## src/rtl/core_pkg.sv

```systemverilog
// Shared core types and mstatus bit positions used by the trap sequencer.
package core_pkg;

    typedef logic [31:0] word_t;

    typedef enum logic [1:0] {
        PRV_U = 2'b00,
        PRV_S = 2'b01,
        PRV_M = 2'b11
    } prv_mode_t;

    typedef enum logic [1:0] {
        TRAP = 2'd0,
        MRET = 2'd1,
        SRET = 2'd2
    } trap_kind_t;

    typedef enum logic [1:0] {
        IDLE     = 2'd0,
        WRITE    = 2'd1,
        REDIRECT = 2'd2
    } trap_state_t;

    localparam int unsigned MSTATUS_SIE    = 1;
    localparam int unsigned MSTATUS_SPIE   = 5;
    localparam int unsigned MSTATUS_SPP    = 8;
    localparam int unsigned MSTATUS_MIE    = 3;
    localparam int unsigned MSTATUS_MPIE   = 7;
    localparam int unsigned MSTATUS_MPP_LO = 11;
    localparam int unsigned MSTATUS_MPRV   = 17;

endpackage

```

## src/rtl/core_trap_target.sv

```systemverilog
// Combinational delegation decision and redirect target for a trap/xRET.
module core_trap_target
    import core_pkg::*;
(
    input  trap_kind_t kind,
    input  logic       is_irq,
    input  logic [4:0] cause,
    input  prv_mode_t  prv_mode,
    input  word_t      mtvec,
    input  word_t      stvec,
    input  word_t      mepc,
    input  word_t      sepc,
    input  word_t      medeleg,
    input  word_t      mideleg,
    output logic       to_s,
    output word_t      target_pc
);

    word_t tvec;
    word_t base;

    // Pick the handling mode and the PC fetch should resume at
    always_comb begin
        to_s      = 1'b0;
        tvec      = '0;
        base      = '0;
        target_pc = '0;
        case (kind)
            TRAP: begin
                to_s = (prv_mode != PRV_M) && (is_irq ? mideleg[cause] : medeleg[cause]);
                tvec = to_s ? stvec : mtvec;
                base = {tvec[31:2], 2'b00};
                // Only mode 1 vectors; modes 2 and 3 fall back to direct
                if (tvec[1:0] == 2'b01 && is_irq)
                    target_pc = base + {25'b0, cause, 2'b00};
                else
                    target_pc = base;
            end
            MRET:    target_pc = mepc;
            SRET:    target_pc = sepc;
            default: target_pc = '0;
        endcase
    end

endmodule

```

## src/rtl/core_trap_ctrl.sv

```systemverilog
// Trap / MRET / SRET sequencer: accept, one-cycle implicit CSR write, redirect.
module core_trap_ctrl
    import core_pkg::*;
(
    input  logic       clk,
    input  logic       rst_n,
    input  logic       req_valid,
    output logic       req_ready,
    input  trap_kind_t req_kind,
    input  logic       req_is_irq,
    input  logic [4:0] req_cause,
    input  word_t      req_epc,
    input  word_t      req_tval,
    input  prv_mode_t  prv_mode,
    input  word_t      csr_mstatus_ff,
    input  word_t      csr_medeleg_ff,
    input  word_t      csr_mideleg_ff,
    input  word_t      csr_mtvec_ff,
    input  word_t      csr_stvec_ff,
    input  word_t      csr_mepc_ff,
    input  word_t      csr_sepc_ff,
    output prv_mode_t  prv_mode_wd,
    output logic       prv_mode_we,
    output word_t      csr_sepc_wd,
    output logic       csr_sepc_we,
    output word_t      csr_scause_wd,
    output logic       csr_scause_we,
    output word_t      csr_stval_wd,
    output logic       csr_stval_we,
    output word_t      csr_mstatus_wd,
    output logic       csr_mstatus_we,
    output word_t      csr_mepc_wd,
    output logic       csr_mepc_we,
    output word_t      csr_mcause_wd,
    output logic       csr_mcause_we,
    output logic       flush,
    output logic       redirect_valid,
    output word_t      redirect_pc,
    input  logic       redirect_ready
);

    trap_state_t state;
    trap_kind_t  kind_q;
    logic        irq_q;
    logic [4:0]  cause_q;
    word_t       epc_q;
    word_t       tval_q;
    prv_mode_t   prv_q;
    logic        to_s_q;
    word_t       target_q;

    logic        to_s_c;
    word_t       target_c;
    word_t       mstatus_nx;

    core_trap_target u_target (
        .kind      (req_kind),
        .is_irq    (req_is_irq),
        .cause     (req_cause),
        .prv_mode  (prv_mode),
        .mtvec     (csr_mtvec_ff),
        .stvec     (csr_stvec_ff),
        .mepc      (csr_mepc_ff),
        .sepc      (csr_sepc_ff),
        .medeleg   (csr_medeleg_ff),
        .mideleg   (csr_mideleg_ff),
        .to_s      (to_s_c),
        .target_pc (target_c)
    );

    // Sequencer state and request capture at accept
    always_ff @(posedge clk or negedge rst_n) begin
        if (!rst_n) begin
            state    <= IDLE;
            kind_q   <= TRAP;
            irq_q    <= 1'b0;
            cause_q  <= '0;
            epc_q    <= '0;
            tval_q   <= '0;
            prv_q    <= PRV_M;
            to_s_q   <= 1'b0;
            target_q <= '0;
        end else begin
            case (state)
                IDLE: begin
                    if (req_valid) begin
                        kind_q   <= req_kind;
                        irq_q    <= req_is_irq;
                        cause_q  <= req_cause;
                        epc_q    <= req_epc;
                        tval_q   <= req_tval;
                        prv_q    <= prv_mode;
                        to_s_q   <= to_s_c;
                        target_q <= target_c;
                        state    <= WRITE;
                    end
                end
                WRITE:    state <= REDIRECT;
                REDIRECT: if (redirect_ready) state <= IDLE;
                default:  state <= IDLE;
            endcase
        end
    end

    assign req_ready      = (state == IDLE);
    assign redirect_valid = (state == REDIRECT);
    assign redirect_pc    = target_q;
    // Flush covers the accept cycle, which is still IDLE
    assign flush          = (state != IDLE) || req_valid;

    // Implicit CSR writes, asserted only during the WRITE cycle
    always_comb begin
        prv_mode_wd    = PRV_M;
        prv_mode_we    = 1'b0;
        csr_sepc_wd    = '0;
        csr_sepc_we    = 1'b0;
        csr_scause_wd  = '0;
        csr_scause_we  = 1'b0;
        csr_stval_wd   = '0;
        csr_stval_we   = 1'b0;
        csr_mstatus_wd = '0;
        csr_mstatus_we = 1'b0;
        csr_mepc_wd    = '0;
        csr_mepc_we    = 1'b0;
        csr_mcause_wd  = '0;
        csr_mcause_we  = 1'b0;
        mstatus_nx     = csr_mstatus_ff;
        if (state == WRITE) begin
            prv_mode_we    = 1'b1;
            csr_mstatus_we = 1'b1;
            case (kind_q)
                TRAP: begin
                    if (to_s_q) begin
                        csr_sepc_we   = 1'b1;
                        csr_sepc_wd   = epc_q;
                        csr_scause_we = 1'b1;
                        csr_scause_wd = {irq_q, 26'b0, cause_q};
                        csr_stval_we  = 1'b1;
                        csr_stval_wd  = tval_q;
                        mstatus_nx[MSTATUS_SPIE] = csr_mstatus_ff[MSTATUS_SIE];
                        mstatus_nx[MSTATUS_SIE]  = 1'b0;
                        mstatus_nx[MSTATUS_SPP]  = prv_q[0];
                        prv_mode_wd = PRV_S;
                    end else begin
                        csr_mepc_we   = 1'b1;
                        csr_mepc_wd   = epc_q;
                        csr_mcause_we = 1'b1;
                        csr_mcause_wd = {irq_q, 26'b0, cause_q};
                        mstatus_nx[MSTATUS_MPIE] = csr_mstatus_ff[MSTATUS_MIE];
                        mstatus_nx[MSTATUS_MIE]  = 1'b0;
                        mstatus_nx[MSTATUS_MPP_LO +: 2] = prv_q;
                        prv_mode_wd = PRV_M;
                    end
                end
                MRET: begin
                    prv_mode_wd = prv_mode_t'(csr_mstatus_ff[MSTATUS_MPP_LO +: 2]);
                    mstatus_nx[MSTATUS_MIE]  = csr_mstatus_ff[MSTATUS_MPIE];
                    mstatus_nx[MSTATUS_MPIE] = 1'b1;
                    mstatus_nx[MSTATUS_MPP_LO +: 2] = PRV_U;
                    if (csr_mstatus_ff[MSTATUS_MPP_LO +: 2] != PRV_M)
                        mstatus_nx[MSTATUS_MPRV] = 1'b0;
                end
                SRET: begin
                    prv_mode_wd = prv_mode_t'({1'b0, csr_mstatus_ff[MSTATUS_SPP]});
                    mstatus_nx[MSTATUS_SIE]  = csr_mstatus_ff[MSTATUS_SPIE];
                    mstatus_nx[MSTATUS_SPIE] = 1'b1;
                    mstatus_nx[MSTATUS_SPP]  = 1'b0;
                end
                default: ;
            endcase
            csr_mstatus_wd = mstatus_nx;
        end
    end

endmodule

```

## config.mk

```make
export PLATFORM = sky130hd
export DESIGN_NAME = core_trap_ctrl
export DESIGN_NICKNAME = d
export VERILOG_FILES = /design/src/rtl/core_pkg.sv /design/src/rtl/core_trap_target.sv /design/src/rtl/core_trap_ctrl.sv
export SDC_FILE = /design/constraint.sdc
export NUM_CORES = 1
export LEC_CHECK = 0
export CAP_MARGIN = 10
export CELL_PAD_IN_SITES_DETAIL_PLACEMENT = 0
export CELL_PAD_IN_SITES_GLOBAL_PLACEMENT = 2
export CORE_UTILIZATION = 19
export CTS_CLUSTER_SIZE = 16
export DETAILED_ROUTE_END_ITERATION = 12
export PLACE_DENSITY_LB_ADDON = 0.1
export SYNTH_ARGS = -nofsm -noshare
export SYNTH_HDL_FRONTEND = slang
export SYNTH_SLANG_ARGS = --single-unit
```

## constraint.sdc

```tcl
create_clock -name clk -period 2.6 [get_ports clk]
set_clock_uncertainty 0.2 [all_clocks]
set_input_delay 0.52 -clock clk [delete_from_list [all_inputs] [get_ports clk]]
set_output_delay 0.52 -clock clk [all_outputs]
set_load 0.02 [all_outputs]
```

==> run_results.csv <==
group,metric,value,unit
sta,worst_pin_slew,0.697,ns
outcome,status,"complete, but fails checks",
outcome,failed_checks,"setup timing",
drt,drt-initial-drc-count,400,
drt,drc,0,
critical_path,endpoint_kind,"register",
floorplan,initial_core_util,19.3,%
critical_path,worstPathArrival,4.13,ns
power_and_ir_drop,p_seq_share,29.8,%
yosys,yosysWarnings,0,
global_routing,grt_pass1_wl,63.7,mm
drt,wl,44.9,mm
sta,fmax,245,MHz
cts,clk_latency,0.38,ns
yosys,post-synth-top-area-cell,"dfrtp_1",
yosys,yosys_most_used_dff,"dfrtp_1",
min_path,hold_class,"register to register",
global_routing,grt-ovfl-total,0,
global_routing,grt.busiest_layer,"met2",
critical_path,crit_fanout,5,
global_routing,grt_max_degree,75,
drt,final_antenna_net_count,0,
critical_path,r2r_slack,0.37,ns
place,placed_cells,2117,
power_and_ir_drop,ir_worst_vdd,0.000335,V
cells_and_area,final_cell_area,0.0161,mm2
cts,numCtsBuffers,9,
drt,first_pass_iters,4,
power_and_ir_drop,pwr-share-clk,15.1,%
power_and_ir_drop,combPwrFrac,55.1,%
sta,hold_violations,0,
job,cap_violations,0,
place,placed_cell_area,0.0144,mm2
floorplan,die_h,209,um
power_and_ir_drop,power_switching,0.00444,W
critical_path,required,2.66,ns
cts,cts-root-buf,"clkbuf_16",
cells_and_area,fillers,4361,
yosys,synthTopCellsByArea,"dfrtp_1 (33%), nand2_1 (12%), and2_1 (10%)",
cells_and_area,drive_gt1_share,33.7,%
critical_path,crit_type,"primary input to register",
cts,cts_max_level,3,
power_and_ir_drop,p_sw_share,42.4,%
sta,min_period,4.07,ns
global_routing,grt_util_met2,37.3,%
sta,rsz0062_at_grt,"true",
global_routing,grt_use_total,19.9,%
place,dp_slack,-2.54,ns
cells_and_area,areaGrowthSynthToFinish,98.5,%
sta,setup_slack,-1.47,ns
drt,via_per_inst,4.33,
cts,cts_sinks,109,
power_and_ir_drop,leakage,7.49,nW
global_routing,grt_use_met1,22.5,%
yosys,synth_seq_area_share,33.6,%
yosys,netlist_top_cells_count,"nand2_1 (260), and2_1 (133), dfrtp_1 (107)",
yosys,synth_cell_type_count,52,
power_and_ir_drop,powerDensity,648,mW/mm2
yosys,syn_area_per_cell,7.96,um2
place,gp_congestion,0.797,
floorplan,row_count,75,
floorplan,die_w,209,um
global_routing,grt_use_met3,5.41,%
global_routing,grt_pass1_vias,9482,
sta,slew_headroom,53.5,%
place,port_buffers,485,
floorplan,die_area,0.0436,mm2
yosys,synth_top_area_share,32.9,%
floorplan,core,0.0420,mm2
cts,ctsLongestPathBuffers,2,
cts,clk_pin_slew_worst_paths,0.08,ns
power_and_ir_drop,total_power,0.0105,W
drt,vias,9497,
yosys,yosysMostFrequentCell,"nand2_1",
yosys,ys_ff_latch,109,
cts,cts_tree,"built",
yosys,synth_edf_count,0,
yosys,synth_area,0.00813,mm2
sta,maxSlewViolCount,0,
sta,whs,0.272,ns
drt,wl_per_cell,20.5,um
sta,period_share,157,%
place,dp_hpwl,34.3,mm
power_and_ir_drop,intPower,0.00603,W
critical_path,startpoint_type,"primary input",
yosys,synthCells,1022,
global_routing,antenna_found_initial,7,
sta,setup_violations,118,
floorplan,ios,538,
yosys,async_flop_share,100,%
cells_and_area,layout.nets,1954,
cells_and_area,stdcell_count,2191,
## final cells by class
class                      instances  area, um2  share of cell area [%]
timing repair buffer             681       6840                    42.4
multi-input combinational        826       5500                    34.1
sequential                       109       2730                    16.9
tap                              539        674                    4.18
clock buffer                       9        225                    1.39
clock inverter                     7       88.8                   0.550
inverter                          19       73.8                   0.457
antenna                            1       2.50                  0.0155
## sequential cells by signal, indices dropped and copies added (netlist names)
| register | flops |
|---|---|
| cause_q | 5 |
| epc_q | 32 |
| irq_q | 1 |
| kind_q | 2 |
| prv_q | 2 |
| redirect_pc | 32 |
| state | 2 |
| to_s_q | 1 |
| tval_q | 32 |
## path summary, 6_finish.rpt
| kind | startpoint | to | cells after the start |
|---|---|---|---|
| worst max-delay path | csr_mideleg_ff[6] | redirect_pc[26] | 19 |
| worst min-delay path | prv_q[1] | prv_q[1] | 2 |
| worst max register to register | state[0] | redirect_pc[3] | 8 |
| worst min register to register | prv_q[1] | prv_q[1] | 2 |
| max in group asynchronous | rst_n | redirect_pc[17] | 3 |
| min in group asynchronous | rst_n | epc_q[25] | 2 |
## repair_timing
action | in CTS | in global routing
endpoints found under the hold margin | 40 | 0
setup buffers | 34 | 21
setup endpoints to repair | 171 | 156
gates resized for setup | 732 | 279
gates cloned | 10 | 5
hold buffers | 1 | 0
pin swaps | 65 | 46
## worst max-delay path, cell delays in order
cell	delay, ns
clkdlybuf4s50_1	0.42
mux4_2	0.46
a31oi_1	0.15
o211ai_1	0.13
nand3_2	0.12
and2_4	0.19
mux2_4	0.32
ha_4	0.17
inv_2	0.05
fa_2	0.19
nor2b_1	0.05
o21a_1	0.20
o21a_1	0.21
buf_12	0.15
o2111ai_4	0.24
nor2_1	0.11
xnor2_1	0.14
a221oi_1	0.24
o21ai_1	0.10
## layout by cell type, fill, tap and decap left out, types with 15 or more instances in the layout
cell             count
buf_4              150
inv_1               15
and2_1              35
a221oi_1            27
o22ai_1             18
o21ai_0             21
xor2_1              27
mux2i_1             15
and2_4              99
xnor2_1             19
a21oi_1             18
dlygate4sd2_1       28
conb_1              52
dfrtp_1            105
nor2_1              59
mux4_2              17
buf_6              137
nand2_1            258
buf_2               18
clkdlybuf4s50_1    289
buf_12              17
## power groups by stage
stage | logic, W | clock network (W) | registers, W
after global routing | 0.00627 | 0.00170 | 0.00322
after floorplan | 0.00240 | 0 | 0.00321
after detailed placement | 0.00529 | 0 | 0.00309
after CTS | 0.00579 | 0.00166 | 0.00308
after global placement | 0.00527 | 0 | 0.00307
final | 0.00577 | 0.00158 | 0.00312
## routing by layer
| layer | part of all wire [%] | vias to the layer above | routed length [um] |
|---|---|---|---|
| met5 | 0.16 | - | 71 |
| met4 | 0.89 | 10 | 398 |
| met3 | 5.9 | 32 | 2660 |
| met2 | 54 | 297 | 24200 |
| met1 | 39 | 4561 | 17600 |
| li1 | - | 4597 | - |
## stage by stage
stage                     util, %  TNS (ns)
after global placement       34.3    -77.66
after global routing         38.4    -57.18
after detailed placement     34.3    -80.01
final                        38.4    -44.63
after floorplan                 -    -48.22
after CTS                    36.8    -47.06
## logic make-up (layout without fill, tap and decap cells)
family	Yosys count	after routing	share of synthesized area [%]
mux	40	40	7.66
xor+xnor	48	48	5.17
other cells	1	53	0.0461
compound gates	146	146	12.0
simple gates	534	534	31.0
flops	109	109	33.6
fa+ha+maj	6	6	1.02
buf+inv	138	716	9.55
(Power assumes the default switching activity.)
